$ cat config.mk
export PLATFORM = sky130hd
export DESIGN_NAME = conv_ctrl
export DESIGN_NICKNAME = d
export VERILOG_FILES = /design/src/rtl/conv_ctrl.sv
export SDC_FILE = /design/constraint.sdc
export NUM_CORES = 2
export LEC_CHECK = 0
export ABC_AREA = 0
export BUFFER_PORTS_ARGS = -buffer_cell sky130_fd_sc_hd__buf_4
export CAP_MARGIN = 10
export CORE_MARGIN = 2
export CORE_UTILIZATION = 40
export CTS_CLUSTER_SIZE = 20
export DETAILED_ROUTE_END_ITERATION = 7
export SYNTH_ARGS = -nofsm -noshare
export SYNTH_HDL_FRONTEND = slang
export SYNTH_SLANG_ARGS = --single-unit
export TNS_END_PERCENT = 50
$ cat constraint.sdc
create_clock -name clk -period 13.9 [get_ports clk]
set_input_delay 0.695 -clock clk [delete_from_list [all_inputs] [get_ports clk]]
set_output_delay 0.695 -clock clk [all_outputs]
set_load 0.005 [all_outputs]
$ cat src/rtl/conv_ctrl.sv
// conv_ctrl: address sequencer that sits directly upstream of conv_unit.
//
// Walks a stride-1 KSIZE x KSIZE convolution over a C x H x W feature map held
// in flat memories. Each output pixel takes C*KSIZE*KSIZE product cycles
// followed by exactly one bias cycle, with no bubbles in between. Loop order,
// outermost first: m, oy, ox, then the taps c, ky, kx.
// Read addresses go out in the address cycle. conv_en, conv_set_b and conv_wa
// are registered one cycle later so they line up with the 1-cycle read data.
//
// Optional feature (macro CONV_CTRL_PAD_EN): same-padding of (KSIZE-1)/2 on
// every edge. Taps that fall outside the image read PAD_ZERO_ADDR instead.
//
// Ports:
//   clk, rst (async, active-low)  clock and reset
//   start                         one-cycle pulse, accepted only in IDLE
//   pause                         hold at the next pixel boundary
//   in_w/in_h/in_c/out_c          layer dimensions W, H, C, M (latched on start)
//   in_base/w_base/b_base/out_base region base addresses (latched on start)
//   in_ra/w_ra/b_ra               memory read addresses (0 when not issuing)
//   conv_en/conv_set_b/conv_wa    conv_unit en / set_b / out_wa_in
//   busy, done, err               status: in progress, done pulse, sticky bad config
//   dbg_state                     current FSM state
// There is no valid/ready handshake. start is a fire-and-forget pulse.
// It is dropped unless the controller is in IDLE.
module conv_ctrl #(
  parameter int MEM_SIZE      = 16,
  parameter int DIM_SIZE      = 8,
  parameter int KSIZE         = 3,
  parameter int PAD_ZERO_ADDR = 0
) (
  input  logic                clk,
  input  logic                rst,
  input  logic                start,
  input  logic                pause,
  input  logic [DIM_SIZE-1:0] in_w,
  input  logic [DIM_SIZE-1:0] in_h,
  input  logic [DIM_SIZE-1:0] in_c,
  input  logic [DIM_SIZE-1:0] out_c,
  input  logic [MEM_SIZE-1:0] in_base,
  input  logic [MEM_SIZE-1:0] w_base,
  input  logic [MEM_SIZE-1:0] b_base,
  input  logic [MEM_SIZE-1:0] out_base,
  output logic [MEM_SIZE-1:0] in_ra,
  output logic [MEM_SIZE-1:0] w_ra,
  output logic [MEM_SIZE-1:0] b_ra,
  output logic                conv_en,
  output logic                conv_set_b,
  output logic [MEM_SIZE-1:0] conv_wa,
  output logic                busy,
  output logic                done,
  output logic                err,
  output logic [2:0]          dbg_state
);

  localparam int KW = (KSIZE > 1) ? $clog2(KSIZE) : 1;
  localparam logic [KW-1:0]       K_LAST = KW'(KSIZE - 1);
  localparam logic [MEM_SIZE-1:0] K_M    = MEM_SIZE'(KSIZE);
  localparam logic [DIM_SIZE-1:0] D_ONE  = DIM_SIZE'(1);
`ifdef CONV_CTRL_PAD_EN
  localparam logic [MEM_SIZE-1:0] PAD_M     = MEM_SIZE'((KSIZE - 1) / 2);
  localparam logic [MEM_SIZE-1:0] ZERO_ADDR = MEM_SIZE'(PAD_ZERO_ADDR);
`else
  localparam logic [DIM_SIZE-1:0] K_D = DIM_SIZE'(KSIZE);
`endif

  typedef enum logic [2:0] {
    S_IDLE  = 3'd0,
    S_RUN   = 3'd1,
    S_PAUSE = 3'd2,
    S_DRAIN = 3'd3,
    S_DONE  = 3'd4
  } state_t;

  state_t state, state_nx;

  logic [DIM_SIZE-1:0] cfg_w, cfg_h, cfg_c, cfg_m, cfg_ow, cfg_oh;
  logic [MEM_SIZE-1:0] cfg_in_base, cfg_w_base, cfg_b_base, cfg_out_base;
  logic [DIM_SIZE-1:0] m, oy, ox, c;
  logic [KW-1:0]       ky, kx;
  logic                bias_ph;    // current address cycle is the bias cycle
  logic [1:0]          drain_cnt;
  logic                cfg_bad, last_px, issue;
  logic [MEM_SIZE-1:0] row_a, col_a, plane_a, in_addr, w_addr, wa_addr;

  function automatic logic [MEM_SIZE-1:0] ext_d(input logic [DIM_SIZE-1:0] v);
    return MEM_SIZE'(v);
  endfunction

  always_comb begin
    cfg_bad = (in_w == '0) || (in_h == '0) || (in_c == '0) || (out_c == '0);
`ifndef CONV_CTRL_PAD_EN
    cfg_bad = cfg_bad || (in_w < K_D) || (in_h < K_D);
`endif
  end

  assign last_px = (ox == cfg_ow - D_ONE) && (oy == cfg_oh - D_ONE) &&
                   (m == cfg_m - D_ONE);

  // State register
  always_ff @(posedge clk or negedge rst) begin
    if (!rst) state <= S_IDLE;
    else      state <= state_nx;
  end

  // Next-state logic
  always_comb begin
    state_nx = state;
    case (state)
      S_IDLE:  if (start) state_nx = cfg_bad ? S_DONE : S_RUN;
      S_RUN:   if (bias_ph) begin
                 if (last_px)    state_nx = S_DRAIN;
                 else if (pause) state_nx = S_PAUSE;
               end
      S_PAUSE: if (!pause) state_nx = S_RUN;
      // The bias word enters conv_unit one cycle after its address cycle and
      // takes 3 more stages to reach out_we_d2, so done lands 4 cycles after it.
      S_DRAIN: if (drain_cnt == 2'd2) state_nx = S_DONE;
      S_DONE:  state_nx = S_IDLE;
      default: state_nx = S_IDLE;
    endcase
  end

  // Address generation, all arithmetic wraps at MEM_SIZE bits
  always_comb begin
    row_a   = ext_d(oy) + MEM_SIZE'(ky);
    col_a   = ext_d(ox) + MEM_SIZE'(kx);
    plane_a = ext_d(c) * ext_d(cfg_w) * ext_d(cfg_h);
`ifdef CONV_CTRL_PAD_EN
    // row_a/col_a are offset by the pad, so anything below PAD_M or at or
    // beyond size+PAD_M lies outside the image.
    if ((row_a < PAD_M) || (row_a >= ext_d(cfg_h) + PAD_M) ||
        (col_a < PAD_M) || (col_a >= ext_d(cfg_w) + PAD_M))
      in_addr = ZERO_ADDR;
    else
      in_addr = cfg_in_base + plane_a + (row_a - PAD_M) * ext_d(cfg_w) +
                (col_a - PAD_M);
`else
    in_addr = cfg_in_base + plane_a + row_a * ext_d(cfg_w) + col_a;
`endif
    w_addr  = cfg_w_base +
              ((ext_d(m) * ext_d(cfg_c) + ext_d(c)) * K_M + MEM_SIZE'(ky)) * K_M +
              MEM_SIZE'(kx);
    wa_addr = cfg_out_base + ext_d(m) * ext_d(cfg_ow) * ext_d(cfg_oh) +
              ext_d(oy) * ext_d(cfg_ow) + ext_d(ox);
  end

  // Output logic
  always_comb begin
    issue     = (state == S_RUN);
    busy      = (state == S_RUN) || (state == S_PAUSE) || (state == S_DRAIN);
    done      = (state == S_DONE);
    dbg_state = state;
    in_ra     = issue ? in_addr : '0;
    w_ra      = issue ? w_addr : '0;
    b_ra      = issue ? (cfg_b_base + ext_d(m)) : '0;
  end

  // Config capture, loop counters and the aligned conv_unit controls
  always_ff @(posedge clk or negedge rst) begin
    if (!rst) begin
      cfg_w <= '0; cfg_h <= '0; cfg_c <= '0; cfg_m <= '0;
      cfg_ow <= '0; cfg_oh <= '0;
      cfg_in_base <= '0; cfg_w_base <= '0; cfg_b_base <= '0; cfg_out_base <= '0;
      m <= '0; oy <= '0; ox <= '0; c <= '0; ky <= '0; kx <= '0;
      bias_ph    <= 1'b0;
      drain_cnt  <= '0;
      err        <= 1'b0;
      conv_en    <= 1'b0;
      conv_set_b <= 1'b0;
      conv_wa    <= '0;
    end else begin
      if (state == S_IDLE && start) begin
        cfg_w <= in_w; cfg_h <= in_h; cfg_c <= in_c; cfg_m <= out_c;
`ifdef CONV_CTRL_PAD_EN
        cfg_ow <= in_w;
        cfg_oh <= in_h;
`else
        cfg_ow <= in_w - K_D + D_ONE;
        cfg_oh <= in_h - K_D + D_ONE;
`endif
        cfg_in_base <= in_base; cfg_w_base <= w_base;
        cfg_b_base <= b_base; cfg_out_base <= out_base;
        m <= '0; oy <= '0; ox <= '0; c <= '0; ky <= '0; kx <= '0;
        bias_ph <= 1'b0;
        err     <= cfg_bad;
      end else if (state == S_RUN) begin
        if (!bias_ph) begin
          if (kx != K_LAST) kx <= kx + KW'(1);
          else begin
            kx <= '0;
            if (ky != K_LAST) ky <= ky + KW'(1);
            else begin
              ky <= '0;
              if (c != cfg_c - D_ONE) c <= c + D_ONE;
              else begin
                c       <= '0;
                bias_ph <= 1'b1;
              end
            end
          end
        end else begin
          // Pixel finished: step to the next pixel. PAUSE resumes from here.
          bias_ph <= 1'b0;
          if (ox != cfg_ow - D_ONE) ox <= ox + D_ONE;
          else begin
            ox <= '0;
            if (oy != cfg_oh - D_ONE) oy <= oy + D_ONE;
            else begin
              oy <= '0;
              m  <= (m != cfg_m - D_ONE) ? m + D_ONE : '0;
            end
          end
        end
      end

      drain_cnt  <= (state == S_DRAIN) ? drain_cnt + 2'd1 : 2'd0;
      conv_en    <= issue;
      conv_set_b <= issue && bias_ph;
      if (issue) conv_wa <= wa_addr;
    end
  end

endmodule
Word-level counts from Yosys, hierarchy flattened
Index checks and enable logic that the tools add are counted.
Operators by class
  add/subtract/negate cells: 28
  multiply operators: 9
  order comparisons: 2
  eq/ne operators: 24
  muxes and demuxes: 48
  reductions and logical operators: 25
Operator list (count)
  8-bit two-way mux: 21
  16-bit adder: 5
  8-bit by 8-bit multiplier with 16-bit output: 4
  16-bit by 8-bit adder with 16-bit output: 3
  8-bit by 1-bit adder with 8-bit output, second input constant: 6
  16-bit two-way mux: 3
  16-bit by 2-bit adder with 16-bit output: 2
  8-bit zero test: 4
  16-bit by 2-bit multiplier with 16-bit output, second input constant: 2
  16-bit by 8-bit multiplier with 16-bit output: 2
  8-bit inequality test: 4
  8-bit by 1-bit subtractor with 8-bit output, second input constant: 4
  8-bit == test: 3
  3-bit two-way mux: 7
  2-bit two-way mux: 10
  2-bit inequality test, second input constant: 10
  8-bit by 2-bit adder with 9-bit output: 2
  16-bit by 9-bit adder with 16-bit output: 1
  8-bit by 2-bit < comparator with 1-bit output, second input constant: 2
  9-bit by 8-bit multiplier with 16-bit output: 1
  8-bit by 2-bit subtractor with 8-bit output, second input constant: 2
  3-bit one-hot mux with 4 select lines: 1
  4-bit AND reduction: 2
  1-bit logical OR: 7
  other kinds (14): 28
Storage, ports and cells
  register bits after elaboration: 173
  input port bits: 100

Longest topological paths before layout
  depth after elaboration: 9
  mapped depth: 38
  gate-level depth less buffers: 36

Worst setup path before layout
No wires, ideal clock.
  path type: flip-flop to output port
  start point: register cfg_w[5]
  end point: output port in_ra[15]
  data arrival time: 9323 ps
  required time: 13205 ps
  slack: 3882 ps
  cell stages (with the launch flop): 34
  buffers on the path: 2
  path through: dfrtp_1 clkbuf_1 clkbuf_1 nand2_1 fa_1 fa_1 fa_1 fa_1 inv_1 ha_1 or3_1 a41o_1 a21oi_1 o21bai_1 a21oi_1 xnor2_1 nand2_1 fa_1 fa_1 fa_1 fa_1 fa_1 fa_1 xor2_1 xnor2_1 xnor2_1 xnor2_1 xnor2_1 xnor3_1 xnor2_1 xnor2_1 xnor3_1 xor2_1 nor2_1
Between the ends
  longest elaborated chain between the ends: 6
  elaborated cells between the ends (all ways): 7
RTL lines
  start, declared: line 76  | logic [DIM_SIZE-1:0] cfg_w, cfg_h, cfg_c, cfg_m, cfg_ow, cfg_oh;
  start signal, assigned: line 173  | cfg_w <= in_w; cfg_h <= in_h; cfg_c <= in_c; cfg_m <= out_c;
  8-bit by 8-bit multiplier with 16-bit output: line 127  | plane_a = ext_d(c) * ext_d(cfg_w) * ext_d(cfg_h);
  16-bit by 8-bit multiplier with 16-bit output: line 127
  16-bit adder: line 138  | in_addr = cfg_in_base + plane_a + row_a * ext_d(cfg_w) + col_a;
  16-bit adder *: line 138
  16-bit by 9-bit adder with 16-bit output *: line 138
  16-bit two-way mux *: line 153  | in_ra = issue ? in_addr : '0;
  end, declared: line 43  | output logic [MEM_SIZE-1:0] in_ra,
Every way passes the cells marked *; elsewhere a longest branch is shown, timed or not.

Worst setup path in the final report
  start point: register cfg_w[2]
  end point: output port in_ra[15]
The elaborated chain is that of the path after synthesis.

==> flow_metrics.env <==
export IMPL_synth_common_cells="inv_1 (613), nand2_1 (599), fa_1 (426)"
export IMPL_drive_above_1_share_pct=7.22
export IMPL_dr_pass1_iters=5
export IMPL_gp_congestion=0.890
export IMPL_cap_violations=0
export IMPL_setup_viol=0
export IMPL_numCtsBuffers=17
export IMPL_htreeDepth=4
export IMPL_syn_nets=4098
export IMPL_drt_iter0_drc=954
export IMPL_io_pins=172
export IMPL_fmax_mhz=89.5
export IMPL_cts_buffer_depth=2
export IMPL_drt_total_wl_um=71900
export IMPL_synth_flop_cell="dfrtp_1"
export IMPL_vias_per_cell=4.93
export IMPL_status="finished, final reports clean"
export IMPL_hold_violations=0
export IMPL_synth_distinct_cells=81
export IMPL_cp_arrival_ns=10.48
export IMPL_syn_area_um2=28300
export IMPL_slew_violations=0
export IMPL_cts_hold_repair_buffers=0
export IMPL_required_ns=13.20
export IMPL_finalInstanceArea_um2=30900
export IMPL_grt_max_degree=69
export IMPL_grt_first_pass_wirelength_um=121000
export IMPL_synthCells=3277
export IMPL_die_h_um=270
export IMPL_min_period_ns=11.18
export IMPL_critPathKind="reg2out"
export IMPL_fin_skew_ns=0.0152
export IMPL_synth_top_area_cell="fa_1"
export IMPL_die_w_um=270
export IMPL_fin_nets=4172
export IMPL_slew_headroom_pct=35.7
export IMPL_coreArea_um2=70000
export IMPL_detail_route_antenna_nets=0
export IMPL_io_buffers=171
export IMPL_avgSynthCellArea_um2=8.62
export IMPL_worst_skew_pair_late_latency_ns=0.50
export IMPL_fin_setup_tns_ns=0
export IMPL_cts_resized=0
export IMPL_ys_warn_count=0
export IMPL_synth_most_common_cell="inv_1"
export IMPL_crit_top_cell="fa_1"
export IMPL_place_ws_ns=3.25
export IMPL_cp_slowest_cell="dfrtp_1"
export IMPL_cts_root_buf="clkbuf_16"
export IMPL_rsz0062_at_grt="no"
export IMPL_antenna_found_initial=3
export IMPL_hpwl_um=57900
export IMPL_post_dp_cell_area_um2=30400
export IMPL_worst_pin_slew_ns=0.964
export IMPL_cpPeakStageDelay_ns=0.62
export IMPL_vias=21200
export IMPL_nFillCells=6966
export IMPL_die_area_um2=72800
export IMPL_clk_pin_slew_ns=0.08
export IMPL_grt_overflow=0
export IMPL_postSynth_asyncResetShare_pct=100
export IMPL_areaGrowthSynthToFinish_pct=9.51
export IMPL_ys_seq_area_share_pct=15.1
export IMPL_grt_pass1_vias=22700
export IMPL_rows=97
export IMPL_insertedDiodeCount=0
export IMPL_fin_ws_ns=2.72
export IMPL_yosysTopAreaCellShare_pct=30.2
export IMPL_wl_per_cell_um=16.7
export IMPL_synth_edf_count=0
export IMPL_path_max_fanout=18
export IMPL_post_cts_buffers=0
export IMPL_ys_ff_latch=171
export IMPL_initial_utilization_pct=40.4
export IMPL_fin_crit_sh_pct=80.4
export IMPL_hold_class="in2async"
export IMPL_cts_sinks=171
export IMPL_critPathLaunchType="register"
export IMPL_drc=0
export IMPL_cts_tree="yes"
export IMPL_grt_use_total_pct=20.9
export IMPL_synth_area_leaders="fa_1 (30%), dfrtp_1 (15%), ha_1 (13%), inv_1 (8.1%), nand2_1 (8.0%)"
export IMPL_critPathCaptureType="output port"
## cell type report
| class | instances | area, um^2 | share of cell area, % |
|---|---|---|---|
| Inverter | 615 | 2310 | 7.46 |
| Clock buffer | 18 | 429 | 1.39 |
| Tap cell | 940 | 1180 | 3.80 |
| Multi-Input combinational cell | 2356 | 21200 | 68.4 |
| Clock inverter | 14 | 156 | 0.505 |
| Timing Repair Buffer | 190 | 1430 | 4.63 |
| Sequential cell | 171 | 4280 | 13.8 |
## worst paths after layout
check                                       start                     endpoint  slack, ns  depth (start not counted)
setup / recovery             cfg_w[2]$_DFFE_PN0P_                    in_ra[15]       2.72                         33
hold / removal                                rst  cfg_in_base[11]$_DFFE_PN0P_       0.19                          1
setup reg to reg                 m[4]$_DFFE_PN0P_      conv_wa[15]$_DFFE_PN0P_       4.06                         32
hold reg to reg            drain_cnt[0]$_DFF_PN0_       drain_cnt[0]$_DFF_PN0_       0.43                          1
max in group asynchronous                     rst       drain_cnt[1]$_DFF_PN0_      11.69                          3
min in group clk                        b_base[3]    cfg_b_base[3]$_DFFE_PN0P_       0.38                          3
## state kept, by name, indices dropped and copies added, names as in the netlist, 3 cells and up
signal	cells
ox	8
m	8
oy	8
cfg_w_base	16
cfg_m	8
cfg_h	8
conv_wa	16
c	8
dbg_state	3
cfg_out_base	16
cfg_in_base	16
cfg_ow	7
cfg_b_base	16
cfg_w	8
cfg_c	8
cfg_oh	7
## metal layers
layer	up-vias	global-route usage, %	wire length [um]
li1	10200	-	-
met1	10600	27.4	32400
met2	353	36.1	35100
met3	92	2.25	2380
met4	2	6.67	2010
met5	-	0	8
## placed cells by master (no fill, tap or decap), types with 15 or more instances in the layout
master and count:
o21bai_1 18, clkbuf_16 17, nand2_1 598, nor2_1 133, buf_4 189, fa_1 426
and2_1 204, a21oi_1 88, ha_1 295, nand3_1 30, nor3_1 38, or3_1 15
xnor2_1 122, dfrtp_1 171, a21o_1 21, inv_1 613, o21ai_0 84, and3_1 43
xor2_1 66
## critical path, delay by kind of cell, from the launching register on
family / cells / cell delay [ns]
flip-flops: 1 / 0.62
buffers and inverters: 3 / 0.22
XOR/XNOR: 11 / 2.29
AO/OA/AOI/OAI: 4 / 0.77
AND/OR/NAND/NOR: 4 / 0.87
adder cells (fa/ha/maj): 11 / 5.22
## cells by family (layout without fill, tap and decap cells)
family	count (synthesis)	count (layout)	synth area share, %
mux	5	5	0.226
simple gates	1139	1139	18.6
compound gates	298	298	6.54
buf+inv	750	837	9.99
xor+xnor	193	193	6.24
fa+ha+maj	721	721	43.2
flops	171	171	15.1
## per-stage QoR
step	hold WS, ns	utilization (%)	std cells
global route	0.219	44.2	4304
global placement	0.428	43.4	4272
detailed placement	0.427	43.4	4272
floorplan	0.399	-	3277
CTS	0.185	44.2	4304
finish	0.188	44.2	4304
Power is not shown: default switching activity piles up to over one toggle a cycle in this logic, so the estimate is an artifact.
